[src/rtl/fpa_seq_ctrl_if.sv]
// Operand/result handshake bundle for the sequential single-precision adder.
// The master side presents operands and accepts results; the slave is the controller.
interface fpa_seq_ctrl_if;
    logic        in_valid;
    logic        in_ready;
    logic [32:1] a;
    logic [32:1] b;
    logic        out_valid;
    logic        out_ready;
    logic [32:1] result;
    logic        busy;

    modport master (
        output in_valid, a, b, out_ready,
        input  in_ready, out_valid, result, busy
    );

    modport slave (
        input  in_valid, a, b, out_ready,
        output in_ready, out_valid, result, busy
    );
endinterface

[src/rtl/fpa_seq_ctrl.sv]
// Multi-cycle IEEE-754 single-precision adder: load/order, serial align,
// one shared 25-bit add, serial normalize, then hold the result until accepted.
module fpa_seq_ctrl (
    input  logic          clk,
    input  logic          rst,
    fpa_seq_ctrl_if.slave bus
);
    typedef enum logic [2:0] {
        S_IDLE, S_LOAD, S_ALIGN, S_ADD, S_NORM, S_DONE
    } state_t;

    state_t      r_state, w_state_nxt;
    logic [32:1] r_a, r_b, r_result;
    logic [32:1] w_a, w_b, w_result;
    logic [23:0] r_mant_l, r_mant_s, w_mant_l, w_mant_s;
    logic [24:0] r_sum, w_sum;
    logic [7:0]  r_exp, r_d, w_exp, w_d;
    logic        r_sign, r_sub, w_sign, w_sub;

    // Denormals are flushed: a zero exponent also clears the hidden bit and fraction.
    logic [23:0] w_mant_a, w_mant_b;
    logic        w_a_ge_b;
    assign w_mant_a = (r_a[31:24] == 8'd0) ? 24'd0 : {1'b1, r_a[23:1]};
    assign w_mant_b = (r_b[31:24] == 8'd0) ? 24'd0 : {1'b1, r_b[23:1]};
    assign w_a_ge_b = {r_a[31:24], w_mant_a} >= {r_b[31:24], w_mant_b};

    // The single mantissa adder; subtraction is L + ~S + 1 with the carry dropped.
    logic [24:0] w_addend, w_adder_out;
    assign w_addend    = r_sub ? ~{1'b0, r_mant_s} : {1'b0, r_mant_s};
    assign w_adder_out = {1'b0, r_mant_l} + w_addend + {24'd0, r_sub};

    // NOTE: every always_comb output gets a default first so no path infers a latch.
    always_comb begin
        w_state_nxt = r_state;
        w_a         = r_a;
        w_b         = r_b;
        w_result    = r_result;
        w_mant_l    = r_mant_l;
        w_mant_s    = r_mant_s;
        w_sum       = r_sum;
        w_exp       = r_exp;
        w_d         = r_d;
        w_sign      = r_sign;
        w_sub       = r_sub;

        unique case (r_state)
            S_IDLE: begin
                if (bus.in_valid && !rst) begin
                    w_a         = bus.a;
                    w_b         = bus.b;
                    w_state_nxt = S_LOAD;
                end
            end
            S_LOAD: begin
                w_sub = r_a[32] ^ r_b[32];
                if (w_a_ge_b) begin
                    w_mant_l = w_mant_a;
                    w_mant_s = w_mant_b;
                    w_exp    = r_a[31:24];
                    w_sign   = r_a[32];
                    w_d      = r_a[31:24] - r_b[31:24];
                end else begin
                    w_mant_l = w_mant_b;
                    w_mant_s = w_mant_a;
                    w_exp    = r_b[31:24];
                    w_sign   = r_b[32];
                    w_d      = r_b[31:24] - r_a[31:24];
                end
                w_state_nxt = (w_d == 8'd0) ? S_ADD : S_ALIGN;
            end
            S_ALIGN: begin
                if (r_d >= 8'd25) begin
                    w_mant_s    = 24'd0;
                    w_d         = 8'd0;
                    w_state_nxt = S_ADD;
                end else begin
                    w_mant_s = r_mant_s >> 1;
                    w_d      = r_d - 8'd1;
                    if (r_d == 8'd1)
                        w_state_nxt = S_ADD;
                end
            end
            S_ADD: begin
                w_sum       = w_adder_out;
                w_state_nxt = S_NORM;
            end
            S_NORM: begin
                if (r_sum == 25'd0) begin
                    w_result    = 32'h0000_0000;
                    w_state_nxt = S_DONE;
                end else if (r_sum[24]) begin
                    if (r_exp >= 8'd254)
                        w_result = {r_sign, 8'hFF, 23'd0};
                    else
                        w_result = {r_sign, r_exp + 8'd1, r_sum[23:1]};
                    w_state_nxt = S_DONE;
                end else if (r_sum[23]) begin
                    if (r_exp == 8'hFF)
                        w_result = {r_sign, 8'hFF, 23'd0};
                    else
                        w_result = {r_sign, r_exp, r_sum[22:0]};
                    w_state_nxt = S_DONE;
                end else if (r_exp <= 8'd1) begin
                    // The pending left shift would take the exponent to zero: flush to +0.
                    w_result    = 32'h0000_0000;
                    w_state_nxt = S_DONE;
                end else begin
                    w_sum = {r_sum[23:0], 1'b0};
                    w_exp = r_exp - 8'd1;
                end
            end
            S_DONE: begin
                if (bus.out_ready)
                    w_state_nxt = S_IDLE;
            end
            default: w_state_nxt = S_IDLE;
        endcase
    end

    // NOTE: sequential state uses non-blocking assignments so all flops update together.
    always_ff @(posedge clk) begin
        if (rst) begin
            r_state  <= S_IDLE;
            r_result <= 32'h0000_0000;
        end else begin
            r_state  <= w_state_nxt;
            r_result <= w_result;
        end
    end

    // NOTE: datapath registers carry no reset; the FSM never reads them before loading them.
    always_ff @(posedge clk) begin
        r_a      <= w_a;
        r_b      <= w_b;
        r_mant_l <= w_mant_l;
        r_mant_s <= w_mant_s;
        r_sum    <= w_sum;
        r_exp    <= w_exp;
        r_d      <= w_d;
        r_sign   <= w_sign;
        r_sub    <= w_sub;
    end

    assign bus.in_ready  = (r_state == S_IDLE);
    assign bus.out_valid = (r_state == S_DONE);
    assign bus.busy      = (r_state != S_IDLE);
    assign bus.result    = r_result;
endmodule

[src/flat_wrapper.sv]
// flat-port wrapper written by rule: the top's interface ports become plain ports
module fpa_seq_ctrl_flat 
  (clk, rst, bus_in_valid, bus_a, bus_b, bus_out_ready, bus_in_ready, bus_out_valid, bus_result, bus_busy);
  fpa_seq_ctrl_if bus_i ();
  input  logic clk;
  input  logic rst;
  input wire logic [$bits(bus_i.in_valid)-1:0] bus_in_valid;
  input wire logic [$bits(bus_i.a)-1:0] bus_a;
  input wire logic [$bits(bus_i.b)-1:0] bus_b;
  input wire logic [$bits(bus_i.out_ready)-1:0] bus_out_ready;
  output wire logic [$bits(bus_i.in_ready)-1:0] bus_in_ready;
  output wire logic [$bits(bus_i.out_valid)-1:0] bus_out_valid;
  output wire logic [$bits(bus_i.result)-1:0] bus_result;
  output wire logic [$bits(bus_i.busy)-1:0] bus_busy;
  assign bus_i.in_valid = bus_in_valid;
  assign bus_i.a = bus_a;
  assign bus_i.b = bus_b;
  assign bus_i.out_ready = bus_out_ready;
  assign bus_in_ready = bus_i.in_ready;
  assign bus_out_valid = bus_i.out_valid;
  assign bus_result = bus_i.result;
  assign bus_busy = bus_i.busy;
  fpa_seq_ctrl u_core (.clk(clk), .rst(rst), .bus(bus_i));
endmodule
[config.mk]
export PLATFORM = sky130hd
export DESIGN_NAME = fpa_seq_ctrl_flat
export DESIGN_NICKNAME = d
export VERILOG_FILES = /design/src/rtl/fpa_seq_ctrl_if.sv /design/src/rtl/fpa_seq_ctrl.sv /design/src/flat_wrapper.sv
export SDC_FILE = /design/constraint.sdc
export NUM_CORES = 1
export LEC_CHECK = 0
export BUFFER_PORTS_ARGS = -buffer_cell sky130_fd_sc_hd__buf_2
export CAP_MARGIN = 40
export CORE_ASPECT_RATIO = 0.8
export CORE_MARGIN = 2
export CORE_UTILIZATION = 35
export CTS_CLUSTER_DIAMETER = 30
export DETAILED_ROUTE_END_ITERATION = 7
export PLACE_DENSITY_LB_ADDON = 0.15
export SYNTH_ARGS = -nofsm -noshare
export SYNTH_HDL_FRONTEND = slang
export SYNTH_SLANG_ARGS = --single-unit
[constraint.sdc]
create_clock -name clk -period 5.1 [get_ports clk]
set_clock_uncertainty 0.2 [all_clocks]
set_input_delay 1.02 -clock clk [delete_from_list [all_inputs] [get_ports clk]]
set_output_delay 1.02 -clock clk [all_outputs]
set_load 0.02 [all_outputs]
# [After elaboration in Yosys (flattened, before gate mapping)]
# Cells that the tools add are included.
[op_classes] n_addsub=7 bitwise=2 n_mux=39 n_lt_le_gt_ge=4 n_eq_ne=15 reduce_logical=19
[ops] op="$mux 32" count=4
[ops] op="$mux 24" count=5
[ops] op="$mux 25" count=4
[ops] op="$mux 8" count=8
[ops] op="$mux 31" count=2
[ops] op="$pmux 25 s2" count=1
[ops] op="$pmux 24 s2" count=1
[ops] op="$ge 32x32->1" count=1
[ops] op="$pmux 8 s2" count=2
[ops] op="$add 24x25->25" count=1
[ops] op="$add 25x1->25" count=1
[ops] op="$logic_not 25->1" count=1
[ops] op="$not 24->25" count=1
[ops] op="$logic_not 8->1" count=3
[ops] op="$mux 3" count=8
[ops] op="$mux 23" count=1
[ops] op="$pmux 3 s6" count=1
[ops] op="$sub 8x1->8 const B" count=2
[ops] op="$sub 8x8->8" count=2
[ops] op="$ne 2x2->1 const B" count=5
[ops] op="$reduce_and 5->1" count=2
[ops] op="$add 8x1->8 const B" count=1
[ops] op="$eq 8x1->1 const B" count=1
[ops] op="$eq 8x8->1 const B" count=1
[ops] op="other kinds (20)" count=27
[totals] reg_bits=190

# [Longest topological paths before layout]
# Gate-level depths: netlist (run 1).
[logic_depth] depth_word=8 mapped_depth=15

# [Worst setup path before layout (run 1)]
# No wires, ideal clock.
[synth_path] kind="input to register" from="input port rst" to="register u_core.r_a[10] (netlist name) (enable)" path_slack_ps=401 arrival_time_ps=4013 stages=3 n_path_buf=1 path_cell_list="clkbuf_1 > nand2b_1 > nor2_1"
[synth_between] elab_chain_cells=3
[synth_lines] element="start, declared" line_no="flat_wrapper.sv:6" text="input logic rst;"
[synth_lines] element="$logic_not 1->1" line_no="fpa_seq_ctrl.sv:48" text="if (bus.in_valid && !rst) begin"
[synth_lines] element="$logic_and 1x1->1" line_no="fpa_seq_ctrl.sv:48"
[synth_lines] element="$reduce_and 2->1 (no line)"
[synth_lines] element="end signal, assigned" line_no="fpa_seq_ctrl.sv:133" text="r_a <= w_a;"
[synth_lines] element="end, declared" line_no="fpa_seq_ctrl.sv:13" text="logic [32:1] r_a, r_b, r_result;"
# No other way between the ends.
# A chain may end at the register's enable or synchronous reset.

# [Worst setup path in the final report (run 1)]
[layout_path] from="register u_core.r_a[28] (netlist name)" to="register u_core.r_mant_s[21] (data pin)"
[layout_between] elab_chain_cells=5
[layout_lines] element="$logic_not 8->1" line_no="fpa_seq_ctrl.sv:23" text="assign w_mant_a = (r_a[31:24] == 8'd0) ? 24'd0 : {1'b1, r_a[23:1]};"
[layout_lines] element="$mux 24" line_no="fpa_seq_ctrl.sv:23"
[layout_lines] element="$ge 32x32->1" line_no="fpa_seq_ctrl.sv:25" text="assign w_a_ge_b = {r_a[31:24], w_mant_a} >= {r_b[31:24], w_mant_b};"
[layout_lines] element="$mux 24 (*)" line_no="fpa_seq_ctrl.sv:56" text="if (w_a_ge_b) begin"
[layout_lines] element="$pmux 24 s2 (*)" line_no="fpa_seq_ctrl.sv:46" text="unique case (r_state)"
[layout_lines] element="via u_core.w_mant_s[21]" line_no="fpa_seq_ctrl.sv:15" text="logic [23:0] r_mant_l, r_mant_s, w_mant_l, w_mant_s;"
[layout_lines] element="end signal, assigned" line_no="fpa_seq_ctrl.sv:136" text="r_mant_s <= w_mant_s;"
[layout_lines] element="end, declared" line_no="fpa_seq_ctrl.sv:15"
# Mark *: on every way through the listed nets, which the timed path passes. The rest lies on a longest branch.

==> summary.txt, run 1 <==
Outcome
  – Run status: finished, final reports clean

Synthesis
  – Fraction of post-synthesis cell area in the top cell type by area: 0.423
  – Number of enable-type register cells in the synthesized netlist: 155
  – Most instantiated flip-flop cell in the synthesis netlist: sky130_fd_sc_hd__edfxtp_1
  – Net count after synthesis: 1,248
  – Post-synth ARST share: 0
  – Number of cells produced by synthesis: 1,109
  – Flip-flop and latch count after synthesis: 190
  – Dominant cells by area after synthesis: sky130_fd_sc_hd__edfxtp_1 (42%), sky130_fd_sc_hd__ha_1 (7.7%), sky130_fd_sc_hd__dfxtp_1 (6.4%)
  – Post-synth design cell area: 0.0110 mm²
  – Unique masters post-synth: 71
  – Largest area contributor in the synthesized netlist: sky130_fd_sc_hd__edfxtp_1
  – YS warnings: 0
  – Register area share after synthesis: 0.487
  – Syn avg cell area: 9.92 µm²

Timing
  – Worst slew slack as a fraction of its limit: 0.451
  – Unrepaired setup endpoints after global routing: no
  – Post-route minimum period: 4.37 ns
  – Endpoints failing setup: 0
  – Number of endpoints with negative hold slack in the final report: 0
  – Tcrit/Tclk final: 0.857
  – Slew of the pin with the lowest slew margin: 0.819 ns
  – Minimum setup slack in the final design: 0.731 ns
  – Maximum frequency from static timing analysis: 0.229 GHz
  – Setup tns final: 0 ns
  – Tightest hold margin: 0.249 ns
  – Final Max Slew Viols: 0

Pwr
  – Max rail drop VDD: 0.243 mV
  – Final total power: 5.37 mW
  – Power per unit of standard cell area: 427 mW/mm²
  – Leakage: 5.06 nW

Die
  – Y dimension of the die: 163 µm
  – Number of primary I/O pins: 103
  – Initial Utilization: 0.353
  – Area of the core region: 0.0312 mm²
  – Die outline area: 0.0329 mm²
  – Core Rows: 58
  – Die X: 202 µm

Place
  – Final HPWL from detailed placement: 21,000 µm
  – Setup WS pre-CTS: 0.765 ns
  – Port buffer count: 102
  – Final Wtd Congestion: 0.858
  – Placed cell count: 1,588
  – Post-detailed-placement cell area: 0.0120 mm²

Min path
  – Classification of the worst-slack hold path: reg2reg
  – Hold Path Stages: 2
  – Hold Path Origin: u_core.bus.result[32]
  – Capture endpoint of the worst hold path: u_core.bus.result[32]

Layout
  – Final instance count without filler cells: 1,620
  – Layout fillers: 3,110
  – Final nets: 1,326
  – Fraction of layout instances using a drive strength above 1: 0.143
  – Finished Cell Area: 0.0126 mm²
  – Multi-input gate area in the final layout: 0.00526 mm²
  – Area taken by flip-flops and latches: 0.00536 mm²
  – Final Core Density: 0.404
  – Layout overhead on the synthesized area: 14.5%
  – Antenna cells: 0

Setup path
  – CP required: 5.21 ns
  – Endpoint class of the critical path: flip-flop
  – Reg-to-reg slack, setup: 0.73 ns
  – R2r worst-path depth: 14
  – Endpoint of the most critical register-to-register path: u_core.r_mant_s[21]
  – Launch instance of the worst register-to-register path: u_core.r_a[28]
  – Critical path startpoint: u_core.r_a[28]
  – Largest driver fanout on the critical path: 68
  – Data arrival, critical path: 4.48 ns
  – CP startpoint kind: flip-flop
  – Type of the worst setup path: reg2reg

Global route
  – Antenna violations before repair: 0
  – Leftover overflow at the end of global routing: 0
  – Wire length of the first global-routing pass: 45,300 µm
  – Vias in the first global route: 7,766
  – GRT Overall Usage: 0.175
  – Maximum number of pins on one net before global-route repair: 69

Clocking
  – Count of instances resized after the clock tree is built: 0
  – Number of buffers inserted during clock tree synthesis: 17
  – # H-tree levels: 4
  – CTS hold repair buffers: 0
  – Source-to-sink clock delay at the later pin of the worst-skew pair: 0.45 ns
  – Clock root buffer master: sky130_fd_sc_hd__clkbuf_16
  – TritonCTS clock tree: done
  – Total setup buffers inserted after CTS: 0
  – CTS Buffer Depth: 2
  – Clock-pin slew reported for the worst setup and hold paths after clock tree synthesis: 0.08 ns
  – Sink Count: 190

Flow run
  – Number of max-cap violations: 0

Detailed routing
  – Overall routed net length: 28,000 µm
  – Pre-Repair DR Iteration Count: 6
  – Count of vias placed by the detailed router: 8,333
  – Residual antenna-violating net count after detailed routing: 0
  – DRC violation count after routing: 0
  – Drt first-iter violations: 622
  – Post-detailed-route via-to-cell ratio: 5.14
  – Final routed wire length divided by cell count: 17.3 µm
[per-layer routing]
layer	vias to the layer above	track usage	routed length, µm
met5	-	0	0
met4	0	0.0378	240
met3	15	0.0274	1220
met2	205	0.227	10500
met1	3916	0.295	16000
li1	4197	-	-
[synthesized netlist by cell type (15+ instances only)]
master	instances
sky130_fd_sc_hd__xnor2_1	30
sky130_fd_sc_hd__nor3_1	16
sky130_fd_sc_hd__nand2_1	114
sky130_fd_sc_hd__ha_1	68
sky130_fd_sc_hd__xor2_1	36
sky130_fd_sc_hd__clkbuf_1	39
sky130_fd_sc_hd__edfxtp_1	155
sky130_fd_sc_hd__a21oi_1	99
sky130_fd_sc_hd__dfxtp_1	35
sky130_fd_sc_hd__a21o_1	41
sky130_fd_sc_hd__inv_1	38
sky130_fd_sc_hd__nand3_1	49
sky130_fd_sc_hd__nor2_1	98
sky130_fd_sc_hd__o21ai_0	73
sky130_fd_sc_hd__a22oi_1	15
sky130_fd_sc_hd__and2_1	27
[area by class of cell]
cell class	count	share of cell area
clock inverter	15	0.0140
multi-input combinational	821	0.418
inverter	38	0.0113
sequential	190	0.425
timing repair buffer	119	0.0563
tap	420	0.0417
clock buffer	17	0.0338
[critical path: stages, from the launching register on]
cell and delay, ns:
sky130_fd_sc_hd__edfxtp_1 0.46, sky130_fd_sc_hd__nor4_1 0.45, sky130_fd_sc_hd__nand2_1 0.09, sky130_fd_sc_hd__buf_4 0.22, sky130_fd_sc_hd__and2_1 0.21, sky130_fd_sc_hd__ha_1 0.33
sky130_fd_sc_hd__nand4_1 0.17, sky130_fd_sc_hd__nor3_1 0.40, sky130_fd_sc_hd__a32oi_1 0.22, sky130_fd_sc_hd__o2111a_1 0.28, sky130_fd_sc_hd__nor2_4 0.44, sky130_fd_sc_hd__buf_12 0.32
sky130_fd_sc_hd__nand3_1 0.11, sky130_fd_sc_hd__a21oi_1 0.20, sky130_fd_sc_hd__a21o_1 0.12
[cell families after synthesis]
family | Yosys count | synth area share
AOI/OAI and AO/OA | 318 | 0.184
xor gates and xnor gates | 66 | 0.0525
adders and majority gates | 71 | 0.0828
buffers and inverters | 98 | 0.0365
DFF | 190 | 0.487
muxes | 5 | 0.00478
and+or+nand+nor | 361 | 0.153
[power breakdown]
part	switching (mW)	internal, mW	total [mW]
Sequential	0.172	2.01	2.18
Combinational	1.05	0.751	1.80
Clock	0.652	0.742	1.39
[how the worst max path moves through the flow]
stage / slack (ns) / cells past startpoint / to
after floorplan: 0.40 / 3 / u_core.r_a[10]
after global placement: 0.80 / 13 / u_core.r_d[7]
after detailed placement: 0.76 / 14 / u_core.r_mant_s[21]
after CTS: 0.72 / 14 / u_core.r_mant_s[21]
after global routing: 0.45 / 14 / u_core.r_mant_s[1]
final: 0.73 / 14 / u_core.r_mant_s[21]
[state kept, by name (all words and copies together), names as in the netlist]
signal,flops
u_core.r_state,3
u_core.r_sub,1
u_core.r_b,32
u_core.r_exp,8
u_core.r_mant_l,24
u_core.bus.result,32
u_core.r_sum,25
u_core.r_a,32
u_core.r_sign,1
u_core.r_mant_s,24
u_core.r_d,8
[layout by cell type (no fill, tap or decap), types with 4 or more instances in the layout]
master                        n
sky130_fd_sc_hd__nor4_1      12
sky130_fd_sc_hd__buf_4       10
sky130_fd_sc_hd__o21ai_0     73
sky130_fd_sc_hd__and2_1      27
sky130_fd_sc_hd__clkbuf_16   17
sky130_fd_sc_hd__inv_1       38
sky130_fd_sc_hd__o21bai_1     4
sky130_fd_sc_hd__nand3_1     49
sky130_fd_sc_hd__nand2_1    113
sky130_fd_sc_hd__nand4_1      9
sky130_fd_sc_hd__o21a_1       7
sky130_fd_sc_hd__nor2_1      97
sky130_fd_sc_hd__a211oi_1     9
sky130_fd_sc_hd__a22oi_1     15
sky130_fd_sc_hd__a22o_1       9
sky130_fd_sc_hd__nor2b_1      8
sky130_fd_sc_hd__nor3_1      16
sky130_fd_sc_hd__a21o_1      41
sky130_fd_sc_hd__a21boi_0     4
sky130_fd_sc_hd__ha_1        68
sky130_fd_sc_hd__edfxtp_1   155
sky130_fd_sc_hd__xnor2_1     30
sky130_fd_sc_hd__a221oi_1     6
sky130_fd_sc_hd__xor2_1      36
sky130_fd_sc_hd__a31oi_1      5
sky130_fd_sc_hd__buf_2      102
sky130_fd_sc_hd__o22ai_1      7
sky130_fd_sc_hd__a21oi_1     99
sky130_fd_sc_hd__inv_8        4
sky130_fd_sc_hd__dfxtp_1     35
sky130_fd_sc_hd__nand2b_1     6
sky130_fd_sc_hd__o31ai_1      4
sky130_fd_sc_hd__or3_1        4
Note: power is estimated with default switching activity, not from simulation.
==> inputs of run 2 (changes only) <==
Settings changed: MAX_ROUTING_LAYER from default to met4, RECOVER_POWER from default to 100.
==> run 2 against run 1 <==
The flow now finishes with violations (capacitance limit, slew limit). Combinational power about the same. Setup slack got worse by 0.15 ns. Sequential share of layout area increased by 0.44 points. Critical path type unchanged. Largest cell class unchanged. Largest power group unchanged.
==> summary.txt, run 2 (same netlist as run 1, synthesis figures left out) <==
Pwr
  – Power per unit of standard cell area: 426 mW/mm² (was 427 mW/mm²)
  – Max rail drop VDD: 0.254 mV (was 0.243 mV)
  – Sw Share: 0.354 (was 0.349)
  – Combinational fraction of design power: 0.336 (was 0.335)
  – Clk network pwr share: 0.254 (was 0.259)
  – Final total power: 5.32 mW (was 5.37 mW)
  – Sequential share of power: 0.411 (was 0.405)
  – Internal Dissipation: 3.44 mW (was 3.50 mW)
  – Leakage: 4.87 nW (was 5.06 nW)
  – Net Switching: 1.88 mW (was 1.87 mW)

Layout
  – Layout fillers: 3,156 (was 3,110)
  – Antenna cells: 0 (unchanged)
  – Final nets: 1,327 (was 1,326)
  – Finished Cell Area: 0.0125 mm² (was 0.0126 mm²)
  – Most common cell after layout, fill and taps aside: sky130_fd_sc_hd__edfxtp_1 (unchanged)
  – Layout overhead on the synthesized area: 13.4% (was 14.5%)
  – Fraction of layout instances using a drive strength above 1: 0.105 (was 0.143)
  – Commonest non-fill, non-tap cells in the layout: sky130_fd_sc_hd__edfxtp_1 (155), sky130_fd_sc_hd__nand2_1 (114), sky130_fd_sc_hd__a21oi_1 (99) (was sky130_fd_sc_hd__edfxtp_1 (155), sky130_fd_sc_hd__nand2_1 (113), sky130_fd_sc_hd__buf_2 (102))
  – Final instance count without filler cells: 1,621 (was 1,620)

Clocking
  – Sink Count: 190 (unchanged)
  – Clock-pin slew reported for the worst setup and hold paths after clock tree synthesis: 0.08 ns (about the same)
  – Number of buffers inserted during clock tree synthesis: 17 (unchanged)
  – Source-to-sink clock delay at the later pin of the worst-skew pair: 0.45 ns (about the same)
  – Clock root buffer master: sky130_fd_sc_hd__clkbuf_16 (unchanged)
  – CTS hold repair buffers: 0 (unchanged)
  – # H-tree levels: 4 (unchanged)
  – TritonCTS clock tree: done (unchanged)
  – Count of instances resized after the clock tree is built: 0 (unchanged)
  – Total setup buffers inserted after CTS: 0 (unchanged)
  – CTS Buffer Depth: 2 (unchanged)

Setup path
  – Cell with the biggest individual delay on the critical path: sky130_fd_sc_hd__nor4_1 (was sky130_fd_sc_hd__edfxtp_1)
  – CP required: 5.10 ns (was 5.21 ns)
  – Delay of the slowest cell on the worst path: 0.52 ns (was 0.46 ns)
  – CP startpoint kind: flip-flop (unchanged)
  – Cells along the critical path: nor4_1, nand2_1, buf_4, and2_0, ha_1, nand4_1, nor3_1, a32oi_1, o2111a_1, nor2_4, buf_12, o21ai_0, a22o_1 (was nor4_1, nand2_1, buf_4, and2_1, ha_1, nand4_1, nor3_1, a32oi_1, o2111a_1, nor2_4, buf_12, nand3_1, a21oi_1, a21o_1)
  – Type of the worst setup path: reg2reg (unchanged)
  – Largest driver fanout on the critical path: 70 (was 68)
  – Endpoint class of the critical path: flip-flop (unchanged)
  – Data arrival, critical path: 4.52 ns (was 4.48 ns)

Detailed routing
  – Residual antenna-violating net count after detailed routing: 0 (unchanged)
  – Detailed route wirelength on metal3: 1340 µm (was 1220 µm)
  – Drt first-iter violations: 620 (was 622)
  – Met2 wirelength from detailed routing: 11,100 µm (was 10,500 µm)
  – Post-route met1 wirelength: 15,900 µm (was 16,000 µm)
  – Pre-Repair DR Iteration Count: 5 (was 6)
  – Post-detailed-route via-to-cell ratio: 5.15 (was 5.14)
  – Highest layer used for signal routing: met4 (unchanged)
  – Final routed wire length divided by cell count: 17.6 µm (was 17.3 µm)
  – Overall routed net length: 28,600 µm (was 28,000 µm)
  – Count of vias placed by the detailed router: 8,345 (was 8,333)
  – DRC violation count after routing: 0 (unchanged)

Timing
  – Tightest hold margin: 0.267 ns (was 0.249 ns)
  – Setup tns final: 0 ns (unchanged)
  – Post-route minimum period: 4.52 ns (was 4.37 ns)
  – Maximum frequency from static timing analysis: 0.221 GHz (was 0.229 GHz)
  – Slew of the pin with the lowest slew margin: 1.96 ns (was 0.819 ns)
  – Unrepaired setup endpoints after global routing: no (unchanged)
  – Endpoints failing setup: 0 (unchanged)
  – Final Max Slew Viols: 216 (was 0)
  – Tcrit/Tclk final: 0.886 (was 0.857)
  – Worst slew slack as a fraction of its limit: -0.307 (was 0.451)
  – Number of endpoints with negative hold slack in the final report: 0 (unchanged)

Place
  – Placed cell count: 1,589 (was 1,588)
  – Final Wtd Congestion: 0.890 (was 0.858)
  – Post-detailed-placement cell area: 0.0120 mm² (about the same)
  – Port buffer count: 102 (unchanged)
  – Final HPWL from detailed placement: 21,100 µm (was 21,000 µm)

Die
  – Die X: 202 µm (unchanged)
  – Initial Utilization: 0.353 (unchanged)
  – Y dimension of the die: 163 µm (unchanged)
  – Core Rows: 58 (unchanged)
  – Area of the core region: 0.0312 mm² (unchanged)
  – Number of primary I/O pins: 103 (unchanged)
  – Die outline area: 0.0329 mm² (unchanged)

Flow run
  – Number of max-cap violations: 5 (was 0)

Global route
  – Vias in the first global route: 7,900 (was 7,766)
  – GRT Overall Usage: 0.182 (was 0.175)
  – Wire length of the first global-routing pass: 45,800 µm (was 45,300 µm)
  – Maximum number of pins on one net before global-route repair: 71 (was 69)
  – Leftover overflow at the end of global routing: 0 (unchanged)
  – Antenna violations before repair: 0 (unchanged)

Outcome
  – Violations in the final reports: capacitance limit, slew limit
  – Run status: finished with violations (was finished, final reports clean)

Min path
  – Classification of the worst-slack hold path: reg2reg (unchanged)
[run 2: changes by cell type in the layout (fill, tap and decap cells not counted), moves of 3 or more]
cell / before / now
sky130_fd_sc_hd__and2_0: 1 / 5
sky130_fd_sc_hd__and2_1: 27 / 23
sky130_fd_sc_hd__buf_2: 102 / 64
sky130_fd_sc_hd__clkbuf_1: 0 / 44
sky130_fd_sc_hd__o21ai_0: 73 / 76
[run 2: final cells by class]
class,instances,area (µm²),share of cell area
clock inverters,14,151,0.0121
multi-input cells,821,5250,0.421
clock buffers,18,429,0.0344
inverters,38,143,0.0114
well taps,420,526,0.0421
flip-flops and latches,190,5360,0.429
repair buffers,120,621,0.0498
[run 2: critical path: cells and delay by family (launching register included)]
family	cells	cell delay, ns
flops	1	0.49
buf+inv	2	0.56
fa+ha+maj	1	0.33
compound gates	4	0.82
simple gates	6	1.87
[run 2: per-layer routing]
layer	vias to the layer above	track usage
li1	4198	-
met1	3921	0.291
met2	214	0.234
met3	12	0.0346
met4	0	0.0309
met5	-	-
[run 2: power groups by stage]
stage | Combinational (mW) | Sequential, mW | Clock [mW]
after detailed placement | 1.79 | 2.21 | 0
after global routing | 2.01 | 2.21 | 1.45
final | 1.78 | 2.18 | 1.35
after floorplan | 1.36 | 2.14 | 0
after CTS | 1.80 | 2.18 | 1.38
after global placement | 1.75 | 2.22 | 0
[run 2: final timing paths]
| kind | start | end | slack (ns) | cells after the start |
|---|---|---|---|---|
| worst min register to register | u_core.bus.result[32] | u_core.bus.result[32] | 0.27 | 2 |
| worst min-delay path | u_core.bus.result[32] | u_core.bus.result[32] | 0.27 | 2 |
| worst max register to register | u_core.r_a[29] | u_core.r_mant_s[0] | 0.58 | 13 |
| worst max-delay path | u_core.r_a[29] | u_core.r_mant_s[0] | 0.58 | 13 |
[run 2: through the flow]
step	setup WS (ns)	utilization
global route	0.331	0.400
CTS	0.570	0.403
finish	0.579	0.400
global placement	0.502	0.381
floorplan	0.401	-
detailed placement	0.598	0.385
